`config.mk`:
```
export PLATFORM = sky130hd
export DESIGN_NAME = pixel_write_arbiter
export DESIGN_NICKNAME = d
export VERILOG_FILES = /design/src/rtl/pixel_write_arbiter.sv
export SDC_FILE = /design/constraint.sdc
export NUM_CORES = 1
export LEC_CHECK = 0
export CAP_MARGIN = 25
export CORE_AREA = 2 2 123 125
export DETAILED_ROUTE_END_ITERATION = 7
export DIE_AREA = 0 0 125 127
export DONT_BUFFER_PORTS = 1
export PLACE_DENSITY = 0.81
export SYNTH_ARGS = -nofsm -noshare
export SYNTH_HDL_FRONTEND = slang
export SYNTH_SLANG_ARGS = --single-unit
```
`constraint.sdc`:
```
create_clock -name clk -period 7.11 [get_ports clk]
set_input_delay 1.422 -clock clk [delete_from_list [all_inputs] [get_ports clk]]
set_output_delay 1.422 -clock clk [all_outputs]
set_load 0.05 [all_outputs]
```
`src/rtl/pixel_write_arbiter.sv`:
```
// N-source pixel-write arbiter (fixed-priority or round-robin) feeding a small
// elastic FIFO toward the output controller, with an end-of-frame drain handshake.
module pixel_write_arbiter #(
  parameter int NUM_SRC    = 2,
  parameter int ADDR_W     = 17,
  parameter int COLOR_W    = 8,
  parameter int FIFO_DEPTH = 4
) (
  input  logic                           clk,
  input  logic                           reset,
  input  logic                           prio_mode,
  input  logic [NUM_SRC-1:0]             src_write,
  input  logic [NUM_SRC*ADDR_W-1:0]      src_addr,
  input  logic [NUM_SRC*3*COLOR_W-1:0]   src_rgb,
  output logic [NUM_SRC-1:0]             src_ready,
  output logic                           out_write,
  output logic [ADDR_W-1:0]              out_addr,
  output logic [COLOR_W-1:0]             out_r,
  output logic [COLOR_W-1:0]             out_g,
  output logic [COLOR_W-1:0]             out_b,
  input  logic                           out_busy,
  input  logic                           flush_req,
  output logic                           flush_done,
  output logic [15:0]                    overflow_cnt
);

  localparam int PTR_W = (FIFO_DEPTH > 1) ? $clog2(FIFO_DEPTH) : 1;
  localparam int CNT_W = PTR_W + 1;
  localparam int SRC_W = (NUM_SRC > 1) ? $clog2(NUM_SRC) : 1;
  localparam int REQ_W = $clog2(NUM_SRC + 1);
  localparam int RGB_W = 3 * COLOR_W;
  localparam int PIX_W = ADDR_W + RGB_W;

  typedef enum logic {IDLE, DRAIN} flush_state_t;

  logic [PIX_W-1:0] mem [FIFO_DEPTH];
  logic [PTR_W-1:0] rd_ptr, wr_ptr;
  logic [CNT_W-1:0] count;
  logic [SRC_W-1:0] last_grant, grant_idx;
  logic [NUM_SRC-1:0] grant;
  logic [PIX_W-1:0] push_pix, head_pix, hold_pix;
  logic [REQ_W-1:0] req_cnt;
  logic found, full, push, pop, starve;
  flush_state_t state;

  // Full comes from the registered count, so a same-cycle pop never frees a slot early.
  always_comb begin
    found     = 1'b0;
    grant_idx = '0;
    push_pix  = '0;
    full      = (count == CNT_W'(FIFO_DEPTH));
    if (reset && !full) begin
      if (prio_mode) begin
        for (int i = 0; i < NUM_SRC; i++) begin
          if (src_write[i]) begin
            found     = 1'b1;
            grant_idx = SRC_W'(i);
            push_pix  = {src_addr[i*ADDR_W +: ADDR_W], src_rgb[i*RGB_W +: RGB_W]};
          end
        end
      end else begin
        for (int i = 0; i < NUM_SRC; i++) begin
          if (!found && src_write[i] && (i > int'(last_grant))) begin
            found     = 1'b1;
            grant_idx = SRC_W'(i);
            push_pix  = {src_addr[i*ADDR_W +: ADDR_W], src_rgb[i*RGB_W +: RGB_W]};
          end
        end
        for (int i = 0; i < NUM_SRC; i++) begin
          if (!found && src_write[i]) begin
            found     = 1'b1;
            grant_idx = SRC_W'(i);
            push_pix  = {src_addr[i*ADDR_W +: ADDR_W], src_rgb[i*RGB_W +: RGB_W]};
          end
        end
      end
    end
    grant = '0;
    for (int i = 0; i < NUM_SRC; i++) begin
      grant[i] = found && (grant_idx == SRC_W'(i));
    end
  end

  always_comb begin
    req_cnt = '0;
    for (int i = 0; i < NUM_SRC; i++) begin
      req_cnt = req_cnt + REQ_W'(src_write[i]);
    end
  end

  assign src_ready = grant;
  assign push      = found;
  assign out_write = (count != '0);
  assign pop       = out_write && !out_busy;
  assign starve    = (req_cnt > REQ_W'(push));
  assign head_pix  = out_write ? mem[rd_ptr] : hold_pix;
  assign out_addr  = head_pix[PIX_W-1 -: ADDR_W];
  assign out_r     = head_pix[RGB_W-1 -: COLOR_W];
  assign out_g     = head_pix[2*COLOR_W-1 -: COLOR_W];
  assign out_b     = head_pix[COLOR_W-1:0];

  always_ff @(posedge clk) begin
    if (push) mem[wr_ptr] <= push_pix;
  end

  // hold_pix tracks the head so the outputs keep the last pixel once the FIFO empties.
  always_ff @(posedge clk or negedge reset) begin
    if (!reset) begin
      rd_ptr       <= '0;
      wr_ptr       <= '0;
      count        <= '0;
      last_grant   <= SRC_W'(NUM_SRC - 1);
      hold_pix     <= '0;
      overflow_cnt <= '0;
    end else begin
      if (push) begin
        wr_ptr     <= wr_ptr + PTR_W'(1);
        last_grant <= grant_idx;
      end
      if (pop) rd_ptr <= rd_ptr + PTR_W'(1);
      case ({push, pop})
        2'b10:   count <= count + CNT_W'(1);
        2'b01:   count <= count - CNT_W'(1);
        default: count <= count;
      endcase
      if (out_write) hold_pix <= mem[rd_ptr];
      if (starve && (overflow_cnt != 16'hFFFF)) overflow_cnt <= overflow_cnt + 16'd1;
    end
  end

  always_ff @(posedge clk or negedge reset) begin
    if (!reset) begin
      state      <= IDLE;
      flush_done <= 1'b0;
    end else begin
      flush_done <= 1'b0;
      case (state)
        IDLE: if (flush_req) state <= DRAIN;
        DRAIN: begin
          if ((count == '0) && !push) begin
            state      <= IDLE;
            flush_done <= 1'b1;
          end
        end
        default: state <= IDLE;
      endcase
    end
  end

endmodule

```
==> summary.txt <==
Clock network
  • Hold Buf Count CTS: 0
  • Worst-Skew Late Latency: 0.51 ns
  • Root buf cell: clkbuf_16
  • Clock tree buffer depth: 3
  • Post-CTS sizing: 0
  • TritonCTS Buffers: 23
  • Post-CTS setup buffer count: 0
  • CTS tree: done
  • CTS clk-pin slew, worst paths: 0.06 ns
  • CTS Sinks: 231
  • Htree depth: 1

GRT
  • Overflow after GRT: 0
  • Number of antenna violations at the first check in global routing: 0
  • Overall Global Routing Usage: 22.1%
  • First-pass GRT wire length: 27.0 mm
  • Vias in the first global route: 4969
  • Largest net degree at the start of global routing: 71

Detailed routing
  • Residual DRC count: 0
  • Via density: 6.30
  • Routed Antenna Nets: 0
  • DR iter-0 viols: 384
  • Drt wl/cell: 23.3 um
  • Total Wirelength: 17.2 mm
  • Routed vias: 4635
  • Number of iterations in the first detailed-routing pass: 4

Synth
  • Area contributors post-synth: edfxtp_1 53%, dfrtp_1 18%, mux4_2 9.9%, mux2_2 5.2%, a22oi_1 3.3%
  • Share of flip-flops with an asynchronous set or reset: 29.0%
  • Syn Nets: 630
  • Synth Flop Type: edfxtp_1
  • Avg Inst Size Synth: 17.6 sq um
  • Yosys top cell area share: 52.7%
  • Synth area leader: edfxtp_1
  • #FFs+latches synth: 231
  • Synth Warn #: 0
  • Post-Syn Instances: 531
  • Area of the mapped netlist: 9350 sq um
  • Seq/Total Area, Yosys: 70.6%
  • EDFF count, synth: 164
  • Count leader, synth: edfxtp_1
  • Yosys cell types: 41
  • Commonest cells post-synth: 164 x edfxtp_1, 66 x dfrtp_1, 53 x nor2_1, 43 x mux2_2

Placed design
  • Post-DP HPWL: 10.5 mm
  • IO buf count: 0
  • Dpl ws: 2.37 ns
  • GP Congestion: 0.812

Timing
  • RSZ-0062 raised after global routing: false
  • Final Max Tran Viols: 0
  • Final worst slack: 2.73 ns
  • Final Hold Fails: 0
  • Tcrit/Tclk final: 61.6%
  • Fmax: 0.228 GHz
  • # setup viols final: 0
  • Slew @ Worst Pin: 0.922 ns
  • Setup tns final: 0 ns
  • Clk_skew: 0.0191 ns
  • Slew margin rel.: 38.3%
  • Post-layout min period: 4.38 ns

Power and ir drop
  • Power, Total: 4.98 mW
  • Leak Pwr: 3.68 nW
  • Peak VDD IR: 0.311 mV
  • PD cells: 481 nW/um^2

Floorplan
  • Die W: 125 um
  • Placeable Area: 14400 sq um
  • Full die area: 15900 sq um
  • Die Ht: 127 um
  • Initial core utilization: 64.8%
  • Io pins: 150
  • FP Rows: 44

Critical path
  • Crit end category: primary output
  • Worst Path Max Fanout: 43
  • CP arrival: 2.96 ns
  • Kind of critical path: in -> out
  • WP data required: 5.69 ns
  • Cell family contributing the most delay on the critical path: simple AND/OR/NAND/NOR gates
  • Critical path buffers and inverters: 0
  • Max incr delay on CP: 0.83 ns
  • Cell Chain, Critical Path: nand2b_1 -> o21a_2 -> nor2_1
  • Slowest-stage cell, CP: nor2_1
  • Worst Setup Start Kind: primary input

Job
  • MaxCap Viol Count: 0

Min path
  • Hold Crit Class: reg -> reg

Finish
  • N_diodes: 0
  • Layout cells sized above 1: 25.9%
  • Nets: 634
  • Area delta synth->final: 10.6%

Status
  • Status: completed
[power breakdown]
part | total (mW) | internal (mW) | switching, mW
Sequential | 2.10 | 1.81 | 0.286
Combinational | 1.76 | 0.552 | 1.20
Clock | 1.12 | 0.643 | 0.479
Total | 4.98 | 3.01 | 1.97
[routing by layer]
layer,wire length (um),vias to the layer above,GRT usage [%]
met3,1230,41,4.69
met4,424,0,6.01
li1,-,2056,-
met1,7010,2332,30.5
met5,0,-,0
met2,8520,206,36.8
[area by class of cell]
cell class | count | area [sq um]
Fill cell | 882 | 4080
Sequential cell | 231 | 6610
Tap cell | 184 | 230
Clock inverter | 13 | 91.3
Clock buffer | 29 | 608
Timing Repair Buffer | 8 | 155
Multi-Input combinational cell | 260 | 2610
Inverter | 11 | 41.3
[cell families after synthesis]
kind of cell    count (synthesis)  share of synthesized area [%]
mux                            88                           15.5
xor+xnor                       18                           1.77
compound gates                 49                           3.93
fa+ha+maj                      10                           1.42
flops                         231                           70.6
buf+inv                        40                           1.81
simple gates                   95                           4.99
[cell usage in the layout (no fill, tap or decap), types with 5 or more instances in the layout]
cell type  synthesis  final
nor2_1            53     53
clkbuf_1          17      5
clkinv_2           0      5
clkinv_1           0      5
edfxtp_1         164    164
inv_1             10     10
dfrtp_1           66     64
nand2_1            8      8
nand3_1            8      8
xnor2_1           13     13
mux4_2            41     41
mux2_2            43     43
a22oi_1           41     41
buf_12             0      6
ha_1               9      9
clkbuf_16          0     23
[tightest hold or removal path, delay by kind of cell, from the launching register on]
family | cells | cell delay (ns)
flip-flops | 1 | 0.33
AND/OR/NAND/NOR | 2 | 0.12
[stage by stage]
step	hold slack, ns	area, sq um	std cells	util (%)
global route	0.521	10300	736	71.7
global placement	0.469	9490	687	65.8
finish	0.495	10300	736	71.7
floorplan	0.452	9350	531	-
detailed placement	0.484	9600	692	66.6
CTS	0.499	10300	734	71.4
[final timing paths]
kind | slack [ns] | cells past startpoint | from | to
max | 2.73 | 3 | prio_mode | src_ready[0]
min | 0.50 | 2 | state | state
max reg2reg | 4.27 | 9 | count[0] | count[2]
min reg2reg | 0.50 | 2 | state | state
max in group asynchronous | 6.32 | 0 | reset | last_grant
min in group asynchronous | 0.61 | 0 | reset | hold_pix[25]
[state kept, by name, indices dropped and copies added (netlist names)]
signal	flops
mem	164
hold_pix	41
overflow_cnt	16
count	3
rd_ptr	2
wr_ptr	2
flush_done	1
last_grant	1
state	1
Note: power is estimated with default switching activity, not from simulation.
